## config.mk

```make
export PLATFORM = sky130hd
export DESIGN_NAME = restoring_divider4
export DESIGN_NICKNAME = d
export VERILOG_FILES = /design/src/rtl/restoring_divider4.sv
export SDC_FILE = /design/constraint.sdc
export NUM_CORES = 1
export LEC_CHECK = 0
export CORE_MARGIN = 1
export CORE_UTILIZATION = 40
export CTS_CLUSTER_DIAMETER = 150
export DETAILED_ROUTE_END_ITERATION = 12
export HOLD_SLACK_MARGIN = 0.08
export PLACE_DENSITY = 0.61
export SLEW_MARGIN = 20
export SYNTH_ARGS = -nofsm -noshare
export SYNTH_HDL_FRONTEND = slang
export SYNTH_SLANG_ARGS = --single-unit
export TNS_END_PERCENT = 10
```

## constraint.sdc

```tcl
create_clock -name clk -period 2.97 [get_ports clk]
set_input_delay 0.297 -clock clk [delete_from_list [all_inputs] [get_ports clk]]
set_output_delay 0.297 -clock clk [all_outputs]
set_load 0.005 [all_outputs]
```

## src/rtl/restoring_divider4.sv

```systemverilog
// Multi-cycle unsigned restoring divider: one quotient bit per RUN cycle, MSB first.
// Define RESTORING_DIVIDER_BACK2BACK_EN to let DONE accept a new start with no idle gap.
module restoring_divider4 #(
  parameter int WIDTH = 4
) (
  input  logic             clk,
  input  logic             rst,
  input  logic             start,
  input  logic [WIDTH-1:0] dividend,
  input  logic [WIDTH-1:0] divisor,
  output logic             busy,
  output logic             done,
  output logic [WIDTH-1:0] quotient,
  output logic [WIDTH-1:0] remainder,
  output logic             div_by_zero,
  output logic [1:0]       dbg_state_o
);

  localparam int CW = (WIDTH > 1) ? $clog2(WIDTH) : 1;

  typedef enum logic [1:0] {
    IDLE = 2'd0,
    RUN  = 2'd1,
    DONE = 2'd2
  } state_t;

  state_t           state_q;
  logic [WIDTH-1:0] dvd_q;
  logic [WIDTH-1:0] dvs_q;
  logic [WIDTH-1:0] rem_q;
  logic [CW-1:0]    cnt_q;

  logic [WIDTH:0]   shifted;
  logic [WIDTH+1:0] diff;
  logic             q_bit;
  logic [WIDTH-1:0] rem_d;
  logic [WIDTH-1:0] quo_d;
  logic             accept;

  // dvd_q doubles as the quotient shift register: dividend bits leave at the
  // top while quotient bits enter at the bottom.
  always_comb begin
    shifted = {rem_q, dvd_q[WIDTH-1]};
    diff    = {1'b0, shifted} - {2'b00, dvs_q};
    q_bit   = ~diff[WIDTH+1];
    rem_d   = q_bit ? diff[WIDTH-1:0] : shifted[WIDTH-1:0];
    quo_d   = {dvd_q[WIDTH-2:0], q_bit};
  end

`ifdef RESTORING_DIVIDER_BACK2BACK_EN
  assign accept = start && ((state_q == IDLE) || (state_q == DONE));
`else
  assign accept = start && (state_q == IDLE);
`endif

  assign dbg_state_o = state_q;

  always_ff @(posedge clk or posedge rst) begin
    if (rst) begin
      state_q     <= IDLE;
      dvd_q       <= '0;
      dvs_q       <= '0;
      rem_q       <= '0;
      cnt_q       <= '0;
      busy        <= 1'b0;
      done        <= 1'b0;
      quotient    <= '0;
      remainder   <= '0;
      div_by_zero <= 1'b0;
    end else begin
      done <= 1'b0;
      case (state_q)
        RUN: begin
          dvd_q <= quo_d;
          rem_q <= rem_d;
          cnt_q <= cnt_q - CW'(1);
          if (cnt_q == '0) begin
            state_q     <= DONE;
            done        <= 1'b1;
            quotient    <= quo_d;
            remainder   <= rem_d;
            div_by_zero <= 1'b0;
          end
        end
        DONE: begin
          state_q <= IDLE;
          busy    <= 1'b0;
        end
        default: ;
      endcase
      // Acceptance overrides the DONE->IDLE return when back-to-back is enabled.
      if (accept) begin
        dvd_q <= dividend;
        dvs_q <= divisor;
        rem_q <= '0;
        cnt_q <= CW'(WIDTH - 1);
        busy  <= 1'b1;
        if (divisor == '0) begin
          state_q     <= DONE;
          done        <= 1'b1;
          quotient    <= '1;
          remainder   <= dividend;
          div_by_zero <= 1'b1;
        end else begin
          state_q <= RUN;
        end
      end
    end
  end

endmodule

```

==> results.cfg <==
[status]
outcome = completed

[drt]
avgViaCountPerCell = 5.13
routedWlPerCell_um = 13.7
detailedRoute.firstIterationViolations = 36
detail_route.drc_violations = 0
dr_total_vias = 1062
drt_pass1_iterations = 4
detail_route.wirelength_mm = 2.83
postRouteAntennaNets = 0

[clock_tree]
clkSlewWorstSetupHoldPaths_ns = 0.14
post-cts-setup-buffer-count = 0
clock_tree.htree_level_count = 1
post_cts.resized_instances = 0
cts_tree = yes
clock_latency_late_sink_ns = 0.32
max-clock-path-buffers = 2
cts_hold_repair.buffers = 0
cts-root-buf = sky130_fd_sc_hd__clkbuf_4
cts_inserted_buffers = 3
cts.sinks = 27

[grt]
grtUsageTotal_pct = 17.6
overflow = 0
antenna_found_initial = 0
grt_pass1_wl_mm = 4.67
first_global_vias = 1026
maximum_number_of_pins_on_one_net_before_global_route_repair = 28

[yosys]
yosys_top_cell_area_share_pct = 49.9
warnings_from_yosys = 0
synth_seq_area_share_pct = 49.9
syn_avg_cell_area_um2 = 9.68
synth-seq-cells = 27
synth.lib_cells_used.distinct = 30
mappedNetlistNets = 157
synth_area_leaders = sky130_fd_sc_hd__dfrtp_1 (50%), sky130_fd_sc_hd__nand2_1 (5.0%), sky130_fd_sc_hd__ha_1 (4.6%), sky130_fd_sc_hd__o21ai_0 (4.4%), sky130_fd_sc_hd__o31ai_1 (3.9%)
syn-cell-area_um2 = 1360
postSynthCellCount = 140
synth_area_leader_cell = sky130_fd_sc_hd__dfrtp_1

[worst_setup_path]
worst_path_largest_cell_delay_ns = 0.61
worst_setup_path_start_kind = flip-flop
criticalPathCategory = reg2reg
critical_path_cell_list = nor3b_4, and2_1, o21a_1, o31ai_1
worstPathArrival_ns = 2.10
crit_required_ns = 3.17
crit_path_max_fanout = 19
endpoint_kind = flip-flop
timing.critical_path.slowest_stage_cell = sky130_fd_sc_hd__nor3b_4

[die]
num_rows = 20
initial_core_util_pct = 43.3
core_region_area_um2 = 3130
area_of_the_die_um2 = 3620
die_h_um = 60.2
fp.dieW_um = 60.2
design.portCount = 24

[timing]
max_freq_mhz = 525
slew_viol_final = 0
final_critical_path_setup_slack_ns = 1.06
rsz0062_at_grt = no
post-route-min-period_ns = 1.91
worst_pin_slew_ns = 0.668
clock_skew_ns = 0.00272
setup_tns_ns = 0
final_min_period_over_clock_period_pct = 64.2
final-hold-violation-count = 0
final_setup_fails = 0
slew_headroom_pct = 55.3

[layout]
final_layout_size_suffix_gt1_share_pct = 3.68
fill_cells = 306
antenna-diode-count = 0
area.growth.synth_to_final_pct = 21.1
register_area_um2 = 676
multiInputGateArea_um2 = 609
finish.net_count = 181

[flow_run]
maxCapViolCount = 0

[power]
pwr_density_nw_per_um2 = 361
worst_ir_drop_vdd_mv = 0.259
power.static_leakage_nw = 0.731

[place]
port-buffer-count = 23
detailedPlacementHpwl_mm = 2.10
post_place_setup_slack_ns = 0.776
gp_congestion = 0.764

[worst_hold_path]
hp-class = in2async
synthesized netlist by cell type, drive strengths merged:
cell type	number
xnor2	1
a221o	1
nand2b	1
o31ai	7
nand3	8
nand2	18
o31a	1
fa	1
and2	1
clkbuf	1
ha	5
nor3b	1
o211ai	1
or2	1
nor2b	2
nor4	1
o21a	5
a22oi	3
a21oi	7
nand3b	2
buf	4
nor2	12
dfrtp	27
a21boi	2
inv	10
o21ai	12
nor3	4
a311o	1
power by group:
group	internal [mW]	switching (mW)	total [mW]
clock	0.0526	0.105	0.157
combinational	0.0273	0.0314	0.0588
sequential	0.373	0.00300	0.376
total	0.453	0.139	0.592
metrics by stage:
| step | hold WS [ns] | util, % | instance area, µm² | std cells | total power, mW |
|---|---|---|---|---|---|
| 6_report | 0.316 | 52.5 | 1640 | 207 | 0.592 |
| 5_1_grt | 0.348 | 52.5 | 1640 | 207 | 0.626 |
| 4_1_cts | 0.321 | 52.5 | 1640 | 207 | 0.601 |
| 3_5_place_dp | 0.499 | 51.6 | 1620 | 203 | 0.443 |
| 3_3_place_gp | 0.480 | 51.6 | 1620 | 203 | 0.441 |
| 2_1_floorplan | 0.350 | - | 1360 | 140 | 0.415 |
final timing paths:
| kind | from | cells after the start | slack [ns] | endpoint |
|---|---|---|---|---|
| setup / recovery | dbg_state_o[1] | 4 | 1.06 | remainder[2] |
| hold / removal | rst | 3 | 0.32 | quotient[0] |
| setup reg to reg | dbg_state_o[1] | 4 | 1.06 | remainder[2] |
| hold reg to reg | div_by_zero | 1 | 0.52 | div_by_zero |
| max in group asynchronous | rst | 3 | 2.40 | dvs_q[1] |
| min in group clk | div_by_zero | 1 | 0.52 | div_by_zero |
final cells by class:
| class | instances | share of cell area [%] |
|---|---|---|
| repair buffers | 24 | 14.5 |
| inverters | 10 | 2.29 |
| well taps | 44 | 3.35 |
| multi-input cells | 98 | 37.1 |
| clock buffers | 4 | 1.60 |
| flip-flops and latches | 27 | 41.2 |
flip-flops by register name, summed over array words and instances (netlist names):
signal and flops:
dvd_q 4, dvs_q 4, quotient 4, rem_q 4, remainder 4, cnt_q 2
dbg_state_o 2, busy 1, div_by_zero 1, done 1
logic make-up (layout without fill, tap and decap cells):
group / after synthesis / count (layout) / share of synthesized area, %
and+or+nand+nor: 51 / 51 / 19.1
AOI/OAI and AO/OA: 40 / 40 / 19.1
DFF: 27 / 27 / 49.9
buffers and inverters: 15 / 38 / 5.17
adders and majority gates: 6 / 6 / 6.09
xor gates and xnor gates: 1 / 1 / 0.646
critical path: cells and delay by family (launching register included):
family	cells	cell delay, ns
AO/OA/AOI/OAI	2	0.25
AND/OR/NAND/NOR	2	1.03
flip-flops	1	0.50
per-layer routing:
metal,part of all wire [%],vias to the layer above,wire [µm],global-route usage (%)
met5,0,-,0,0
li1,-,533,-,-
met2,45,21,1270,27.5
met4,1.5,0,42,4.32
met3,3.4,4,95,4.33
met1,50,504,1430,24.5
layout by cell type, fill, tap and decap left out, types with 3 or more instances in the layout:
cell type,count
sky130_fd_sc_hd__a22oi_1,3
sky130_fd_sc_hd__nand3_1,8
sky130_fd_sc_hd__ha_1,5
sky130_fd_sc_hd__dfrtp_1,27
sky130_fd_sc_hd__o31ai_1,7
sky130_fd_sc_hd__nor3_1,4
sky130_fd_sc_hd__nand2_1,18
sky130_fd_sc_hd__a21oi_1,7
sky130_fd_sc_hd__nor2_1,12
sky130_fd_sc_hd__o21ai_0,12
sky130_fd_sc_hd__clkbuf_4,3
sky130_fd_sc_hd__inv_1,10
sky130_fd_sc_hd__clkdlybuf4s50_1,23
sky130_fd_sc_hd__o21a_1,5
No activity file was read; power rests on OpenSTA's default activity.
